--- src/rtl/pipe_hit_checker_pkg.sv ---
// Shared definitions for the pipe hit checker: FSM states, pipe count,
// default playfield geometry and a small widening helper.
package pipe_hit_checker_pkg;

  localparam int unsigned NUM_PIPES = 4;
  localparam int unsigned COORD_W   = 10;
  localparam int unsigned SUM_W     = COORD_W + 1;

  localparam int unsigned DEF_BIRD_X   = 200;
  localparam int unsigned DEF_BIRD_W   = 20;
  localparam int unsigned DEF_BIRD_H   = 20;
  localparam int unsigned DEF_GAP_H    = 120;
  localparam int unsigned DEF_SCREEN_H = 480;

  localparam logic [1:0] LAST_IDX = 2'(NUM_PIPES - 1);

  typedef enum logic [2:0] {
    ST_IDLE,
    ST_SNAP,
    ST_SCAN,
    ST_DONE,
    ST_HIT
  } state_e;

  // Zero-extend a screen coordinate so sums cannot wrap.
  function automatic logic [SUM_W-1:0] widen(input logic [COORD_W-1:0] v);
    return {1'b0, v};
  endfunction

endpackage

--- src/rtl/pipe_hit_checker_overlap_cmp.sv ---
// Combinational test of one pipe against the bird: overlap, pass and
// recycle (pipe back on the right of the bird) indications.
module pipe_hit_checker_overlap_cmp
  import pipe_hit_checker_pkg::*;
#(
  parameter int unsigned BIRD_X = DEF_BIRD_X,
  parameter int unsigned BIRD_W = DEF_BIRD_W,
  parameter int unsigned BIRD_H = DEF_BIRD_H,
  parameter int unsigned GAP_H  = DEF_GAP_H
) (
  input  logic [COORD_W-1:0] x_l_i,
  input  logic [COORD_W-1:0] x_r_i,
  input  logic [COORD_W-1:0] gap_top_i,
  input  logic [COORD_W-1:0] bird_y_i,
  input  logic               passed_i,
  output logic               overlap_o,
  output logic               pass_o,
  output logic               recycle_o
);

  logic [SUM_W-1:0] xl_w, xr_w, gt_w, by_w;
  logic             horiz, vert;

  assign xl_w = widen(x_l_i);
  assign xr_w = widen(x_r_i);
  assign gt_w = widen(gap_top_i);
  assign by_w = widen(bird_y_i);

  assign horiz = (xl_w < SUM_W'(BIRD_X + BIRD_W)) && (xr_w > SUM_W'(BIRD_X));
  assign vert  = (by_w < gt_w) || ((by_w + SUM_W'(BIRD_H)) > (gt_w + SUM_W'(GAP_H)));

  assign overlap_o = horiz && vert;
  assign pass_o    = (xr_w < SUM_W'(BIRD_X)) && !passed_i && !overlap_o;
  assign recycle_o = (xr_w >= SUM_W'(BIRD_X));

endmodule

--- config.mk ---
export PLATFORM = sky130hd
export DESIGN_NAME = pipe_hit_checker_overlap_cmp
export DESIGN_NICKNAME = d
export VERILOG_FILES = /design/src/rtl/pipe_hit_checker_pkg.sv /design/src/rtl/pipe_hit_checker_overlap_cmp.sv
export SDC_FILE = /design/constraint.sdc
export NUM_CORES = 1
export LEC_CHECK = 0
export BUFFER_PORTS_ARGS = -buffer_cell sky130_fd_sc_hd__buf_2
export CAP_MARGIN = 20
export CORE_MARGIN = 5
export CORE_UTILIZATION = 50
export DETAILED_ROUTE_END_ITERATION = 10
export GPL_TIMING_DRIVEN = 0
export PLACE_DENSITY = 0.91
export SLEW_MARGIN = 10
export SYNTH_ARGS = -nofsm -noshare
export SYNTH_HDL_FRONTEND = slang
export SYNTH_SLANG_ARGS = --single-unit
export TNS_END_PERCENT = 1
--- constraint.sdc ---
create_clock -name vclk -period 4.8
set_clock_uncertainty 0.1 [all_clocks]
set_input_delay 0.48 -clock vclk [all_inputs]
set_output_delay 0.48 -clock vclk [all_outputs]
set_load 0.02 [all_outputs]
==> summary.txt, run 1 <==
Synth
  • Ranking of synthesized cells by area: sky130_fd_sc_hd__ha_1 (36%), sky130_fd_sc_hd__xnor2_1 (12%), sky130_fd_sc_hd__inv_1 (6.3%)
  • Post-synthesis average cell area: 7.28 µm²
  • Count of synthesis-stage warnings from yosys: 0
  • Area share of the largest cell type after synthesis: 36.5%
  • Post-synthesis instance area: 721 µm²
  • Mapped Cells: 99
  • Library cell occupying the most area in the post-synthesis netlist: sky130_fd_sc_hd__ha_1
  • Synthesized net count: 161
  • Seq/Total Area, Yosys: 0%
  • Unique cell type count in the Yosys netlist: 25

STA
  • Worst setup slack after layout: 1.70 ns
  • Post-route fraction of the period consumed by the critical path: 64.5%
  • Slew at the pin closest to its max-slew limit: 0.359 ns
  • Endpoints failing hold: 0
  • Final min period: 3.10 ns
  • Total count of max-transition violations in the final report: 0
  • Unrepaired setup endpoints after global routing: false
  • Aggregate negative setup slack: 0 ns
  • Min Hold Slack: 1.11 ns
  • Worst slew margin relative to its limit: 75.4%
  • Max frequency: 323 MHz
  • Setup Viol. Count Final: 0

Drt
  • 1st-pass router iterations: 4
  • DR vias/cell: 5.72
  • Number of nets with antenna violations after detailed routing: 0
  • Via Count: 893
  • Wire length per cell: 12.7 µm
  • Wire length after detailed routing: 1.98 mm
  • Initial drt markers: 12
  • DRC: 0

Placement
  • Port Buffers: 42
  • DP Worst Slack: 1.72 ns
  • Last weighted congestion value of the routability-driven placer: 0.839
  • Cell area after placement: 950 µm²
  • Sum of net half-perimeters after detailed placement: 1.87 mm
  • Cell count after placement: 156

Status
  • Outcome: complete, no violations

Power and ir drop
  • Worst IR Drop VDD: 44.7 µV
  • Pwr per Cell Area: 93.4 mW/mm²
  • P_leak: 0.514 nW
  • Post-route total power: 0.0887 mW

Worst setup path
  • Biggest cell delay along the critical path: 0.31 ns
  • Startpoint type of the worst setup path: primary input
  • Worst EP arrival: 2.52 ns
  • Cells along the critical path: buf_2, ha_1, o21ai_0, xnor2_1, ha_1, a211oi_1, nor2_1, a2111oi_0, o32ai_1, buf_2
  • Required time of the critical path: 4.22 ns
  • Kind of cell adding the most delay to the critical path: compound AO/OA/AOI/OAI gates
  • Buffering stage count on the worst path with inverters included: 2
  • Termination of the worst setup path: overlap_o
  • Largest fanout on the critical path: 4
  • Critical-path cell with the highest stage delay: sky130_fd_sc_hd__o21ai_0
  • Critical path launch point: bird_y_i[2]
  • Worst Setup Path Type: primary input to output port
  • Crit path capture type: output port
  • Critical Path Stages: 10

Global routing
  • Total overflow reported by the global router: 0
  • Via count of the first global-routing pass: 835
  • Maximum number of pins on one net before global-route repair: 6
  • GRT Util Overall: 18.6%
  • First-pass GRT wire length: 3.18 mm
  • Antenna violations before repair: 0

Clock tree
  • Number of hold buffers added after cts: 0
  • Count of cells resized by post-cts repair: 0
  • Post-CTS setup buffer count: 0

Min path
  • HP Class: primary input to output port

Floorplan
  • Num ports: 44
  • Width of the chip: 48.0 µm
  • Die span in y: 48.0 µm
  • Starting density of the core: 54.0%
  • Die outline area: 0.00230 mm²
  • Core outline area: 0.00133 mm²
  • Count of standard-cell rows: 13

Layout
  • Number of filler cells placed in the layout: 119
  • Cell area after layout: 950 µm²
  • Final core utilization: 71.2%
  • Count of flip-flops and latches: 0
  • Clk_buf instances: 0
  • Register Area: 0 µm²
  • Layout overhead on the synthesized area: 31.8%
  • Fraction of final layout cells with drive strength greater than 1: 30.5%
  • Count of nets after finishing: 205
  • Antenna cells: 0
  • Post-route non-filler standard cell count: 156

Job
  • Max-cap violations: 0
-- placed cells by master, fill, tap and decap left out --
| master | n |
|---|---|
| sky130_fd_sc_hd__a31o_1 | 1 |
| sky130_fd_sc_hd__nand3_1 | 6 |
| sky130_fd_sc_hd__a311oi_2 | 1 |
| sky130_fd_sc_hd__buf_2 | 42 |
| sky130_fd_sc_hd__o21ai_0 | 6 |
| sky130_fd_sc_hd__nor3_1 | 2 |
| sky130_fd_sc_hd__a211oi_1 | 2 |
| sky130_fd_sc_hd__o211ai_1 | 2 |
| sky130_fd_sc_hd__and4b_1 | 1 |
| sky130_fd_sc_hd__o311ai_0 | 1 |
| sky130_fd_sc_hd__a31oi_1 | 1 |
| sky130_fd_sc_hd__nand4_1 | 4 |
| sky130_fd_sc_hd__a2111oi_0 | 1 |
| sky130_fd_sc_hd__xnor2_1 | 10 |
| sky130_fd_sc_hd__inv_1 | 12 |
| sky130_fd_sc_hd__nor2_1 | 5 |
| sky130_fd_sc_hd__ha_1 | 21 |
| sky130_fd_sc_hd__nand3b_1 | 2 |
| sky130_fd_sc_hd__nor2b_1 | 1 |
| sky130_fd_sc_hd__or3_1 | 1 |
| sky130_fd_sc_hd__o32ai_1 | 1 |
| sky130_fd_sc_hd__xor2_1 | 1 |
| sky130_fd_sc_hd__a21oi_1 | 7 |
| sky130_fd_sc_hd__nand2_1 | 8 |
| sky130_fd_sc_hd__and3_1 | 1 |
| sky130_fd_sc_hd__a21o_1 | 1 |
-- logic make-up (layout without fill, tap and decap cells) --
kind of cell | after synthesis | in the layout | synth area share [%]
compound gates | 24 | 24 | 22.0
fa+ha+maj | 21 | 21 | 36.5
xor+xnor | 11 | 11 | 13.4
buf+inv | 12 | 54 | 6.25
simple gates | 31 | 31 | 21.9
-- cells in the mapped netlist (2+ instances only) --
| master | count |
|---|---|
| sky130_fd_sc_hd__nand3b_1 | 2 |
| sky130_fd_sc_hd__nand2_1 | 8 |
| sky130_fd_sc_hd__nor2_1 | 5 |
| sky130_fd_sc_hd__nand3_1 | 6 |
| sky130_fd_sc_hd__xnor2_1 | 10 |
| sky130_fd_sc_hd__a21oi_1 | 7 |
| sky130_fd_sc_hd__o21ai_0 | 6 |
| sky130_fd_sc_hd__inv_1 | 12 |
| sky130_fd_sc_hd__o211ai_1 | 2 |
| sky130_fd_sc_hd__ha_1 | 21 |
| sky130_fd_sc_hd__a211oi_1 | 2 |
| sky130_fd_sc_hd__nor3_1 | 2 |
| sky130_fd_sc_hd__nand4_1 | 4 |
-- where the power goes --
part / internal [mW] / total, mW / switching, mW
registers: 0 / 0 / 0
clock network: 0 / 0 / 0
logic: 0.0425 / 0.0887 / 0.0461
total: 0.0425 / 0.0887 / 0.0461
-- final cells by class --
| type | count | area [µm²] | area share (%) |
|---|---|---|---|
| Timing Repair Buffer | 42 | 210 | 22.1 |
| Tap cell | 15 | 18.8 | 1.98 |
| Multi-Input combinational cell | 87 | 676 | 71.1 |
| Inverter | 12 | 45.0 | 4.74 |
-- per-layer routing --
layer / track usage [%] / wire (µm) / vias up
li1: - / - / 455
met3: 0 / 95 / 6
met4: 3.76 / 42 / 0
met1: 21.5 / 781 / 406
met5: 0 / 0 / -
met2: 37.2 / 1060 / 26
-- how the worst min path moves through the flow --
stage / from / to / cells past startpoint / slack, ns
after floorplan: passed_i / pass_o / 1 / 0.94
after global placement: passed_i / pass_o / 3 / 1.11
after detailed placement: passed_i / pass_o / 3 / 1.12
after CTS: passed_i / pass_o / 3 / 1.12
after global routing: passed_i / pass_o / 3 / 1.14
final: passed_i / pass_o / 3 / 1.11
No activity file was read; power rests on OpenSTA's default activity.
==> run 2: changes to the inputs <==
--- a/config.mk
+++ b/config.mk
@@ -8,10 +8,10 @@
 export BUFFER_PORTS_ARGS = -buffer_cell sky130_fd_sc_hd__buf_2
 export CAP_MARGIN = 20
 export CORE_MARGIN = 5
-export CORE_UTILIZATION = 50
+export CORE_UTILIZATION = 42
 export DETAILED_ROUTE_END_ITERATION = 10
 export GPL_TIMING_DRIVEN = 0
-export PLACE_DENSITY = 0.91
+export PLACE_DENSITY = 0.82
 export SLEW_MARGIN = 10
 export SYNTH_ARGS = -nofsm -noshare
 export SYNTH_HDL_FRONTEND = slang
==> constraint.sdc (replaced) <==
create_clock -name vclk -period 2.6
set_clock_uncertainty 0.1 [all_clocks]
set_input_delay 0.26 -clock vclk [all_inputs]
set_output_delay 0.26 -clock vclk [all_outputs]
set_load 0.02 [all_outputs]
==> summary.txt, run 2 (synthesis gave the netlist of run 1 again) <==
Job
  • Max-cap violations: 0 (unchanged)

Layout
  • Cell area after layout: 0.00103 mm² (was 950 µm²)
  • Fraction of final layout cells with drive strength greater than 1: 39.7% (was 30.5%)
  • Count of nets after finishing: 205 (unchanged)
  • Clk_buf instances: 0 (unchanged)
  • Antenna cells: 0 (unchanged)
  • Area taken by multi-input logic gates: 749 µm² (was 676 µm²)
  • Commonest non-fill, non-tap cell in the layout: sky130_fd_sc_hd__buf_2 (unchanged)
  • Number of filler cells placed in the layout: 158 (was 119)
  • Register Area: 0 µm² (unchanged)
  • Most used cells in the layout excluding fill and tap cells: sky130_fd_sc_hd__buf_2 (40), sky130_fd_sc_hd__ha_1 (20), sky130_fd_sc_hd__inv_1 (9), sky130_fd_sc_hd__xnor2_1 (9), sky130_fd_sc_hd__nand2_1 (8) (was sky130_fd_sc_hd__buf_2 (42), sky130_fd_sc_hd__ha_1 (21), sky130_fd_sc_hd__inv_1 (12))
  • Layout overhead on the synthesized area: 43.1% (was 31.8%)
  • Post-route non-filler standard cell count: 158 (was 156)
  • Count of flip-flops and latches: 0 (unchanged)

Drt
  • 1st-pass router iterations: 4 (unchanged)
  • Wire length per cell: 13.2 µm (was 12.7 µm)
  • Wire length after detailed routing: 2.09 mm (was 1.98 mm)
  • DRC: 0 (unchanged)
  • Via Count: 872 (was 893)
  • DR vias/cell: 5.52 (was 5.72)
  • Number of nets with antenna violations after detailed routing: 0 (unchanged)
  • Initial drt markers: 5 (was 12)

Global routing
  • Via count of the first global-routing pass: 820 (was 835)
  • First-pass GRT wire length: 3.25 mm (was 3.18 mm)
  • Antenna violations before repair: 0 (unchanged)
  • GRT Util Overall: 15.2% (was 18.6%)
  • Total overflow reported by the global router: 0 (unchanged)
  • Maximum number of pins on one net before global-route repair: 6 (unchanged)

Power and ir drop
  • P_leak: 0.529 nW (was 0.514 nW)
  • Pwr per Cell Area: 183 mW/mm² (was 93.4 mW/mm²)
  • Worst IR Drop VDD: 77.7 µV (was 44.7 µV)

STA
  • Post-route fraction of the period consumed by the critical path: 96.7%
  • Min Hold Slack: 0.670 ns (was 1.11 ns)
  • Worst slew margin relative to its limit: 79.1% (was 75.4%)
  • Endpoints failing hold: 0 (unchanged)
  • Total count of max-transition violations in the final report: 0 (unchanged)
  • Final min period: 2.51 ns
  • Max frequency: 398 MHz
  • Slew at the pin closest to its max-slew limit: 0.309 ns (was 0.359 ns)
  • Worst setup slack after layout: 0.0857 ns (was 1.70 ns)
  • Setup Viol. Count Final: 0 (unchanged)

Clock tree
  • Number of hold buffers added after cts: 0 (unchanged)
  • Post-CTS setup buffer count: 0 (unchanged)

Min path
  • HP Class: primary input to output port (unchanged)
  • Number of cells on the worst hold path: 3 (unchanged)

Floorplan
  • Count of standard-cell rows: 15 (was 13)
  • Core outline area: 0.00167 mm² (was 0.00133 mm²)
  • Starting density of the core: 43.1% (was 54.0%)
  • Width of the chip: 51.4 µm (was 48.0 µm)
  • Die span in y: 51.4 µm (was 48.0 µm)
  • Die outline area: 0.00264 mm² (was 0.00230 mm²)
  • Num ports: 44 (unchanged)

Placement
  • Sum of net half-perimeters after detailed placement: 1.81 mm (was 1.87 mm)
  • Cell area after placement: 952 µm² (was 950 µm²)
  • Cell count after placement: 158 (was 156)
  • Last weighted congestion value of the routability-driven placer: 0.836 (was 0.839)
  • DP Worst Slack: -0.0395 ns (was 1.72 ns)
  • Port Buffers: 42 (unchanged)

Worst setup path
  • Worst EP arrival: 2.15 ns (was 2.52 ns)
  • Required time of the critical path: 2.24 ns (was 4.22 ns)
  • Startpoint type of the worst setup path: primary input (unchanged)
  • Crit path capture type: output port (unchanged)
  • Largest fanout on the critical path: 5 (was 4)
  • Worst Setup Path Type: primary input to output port (unchanged)

Status
  • Outcome: complete, no violations (unchanged)
-- run 2: cell types whose count changed in the layout (fill, tap and decap cells not counted), moves of 2 or more --
cell | before | now
sky130_fd_sc_hd__nand3_2 | 0 | 2
sky130_fd_sc_hd__nand3_1 | 6 | 4
sky130_fd_sc_hd__o21ai_2 | 0 | 2
sky130_fd_sc_hd__inv_1 | 12 | 9
sky130_fd_sc_hd__o21ai_0 | 6 | 3
sky130_fd_sc_hd__buf_4 | 0 | 2
sky130_fd_sc_hd__inv_2 | 0 | 3
sky130_fd_sc_hd__buf_2 | 42 | 40
-- run 2: routing by layer --
| metal | share of wire (%) | vias up | GRT usage, % | wire length [µm] |
|---|---|---|---|---|
| met4 | 0.77 | 0 | 0.437 | 16 |
| met5 | 0 | - | 0 | 0 |
| met3 | 4.6 | 2 | 1.17 | 96 |
| met1 | 40 | 392 | 18.1 | 835 |
| met2 | 55 | 24 | 30.5 | 1140 |
| li1 | - | 454 | - | - |
-- run 2: worst max-delay path, cell delays in order --
cell	delay (ns)
sky130_fd_sc_hd__buf_2	0.15
sky130_fd_sc_hd__a21oi_1	0.28
sky130_fd_sc_hd__nor2_1	0.11
sky130_fd_sc_hd__xor2_1	0.16
sky130_fd_sc_hd__ha_1	0.30
sky130_fd_sc_hd__nand4_1	0.18
sky130_fd_sc_hd__inv_2	0.07
sky130_fd_sc_hd__a2111oi_4	0.35
sky130_fd_sc_hd__o32ai_2	0.13
sky130_fd_sc_hd__buf_4	0.17
-- run 2: where the power goes --
part / internal [mW] / switching, mW
Combinational: 0.0902 / 0.0989
Clock: 0 / 0
Sequential: 0 / 0
-- run 2: final timing paths --
| path | startpoint | endpoint | slack [ns] |
|---|---|---|---|
| hold / removal | passed_i | pass_o | 0.67 |
| setup / recovery | bird_y_i[4] | overlap_o | 0.09 |
-- run 2: metrics by stage --
stage	power, mW	setup TNS [ns]	utilization [%]
after floorplan	0.0991	0	-
after global placement	0.157	0	57.0
after detailed placement	0.163	-0.0395	57.0
after CTS	0.164	0	57.0
after global routing	0.216	-0.0394	61.7
final	0.189	0	61.7
-- run 2: timing repair --
item                       4_1_cts  5_1_grt
gates resized for setup          1       20
setup endpoints to repair        1        1
pin swaps                        2        9
-- run 2: cell type report --
cell class	instances	share of cell area, %
timing repair buffer	42	20.9
tap	17	2.06
inverter	12	4.37
multi-input combinational	87	72.7
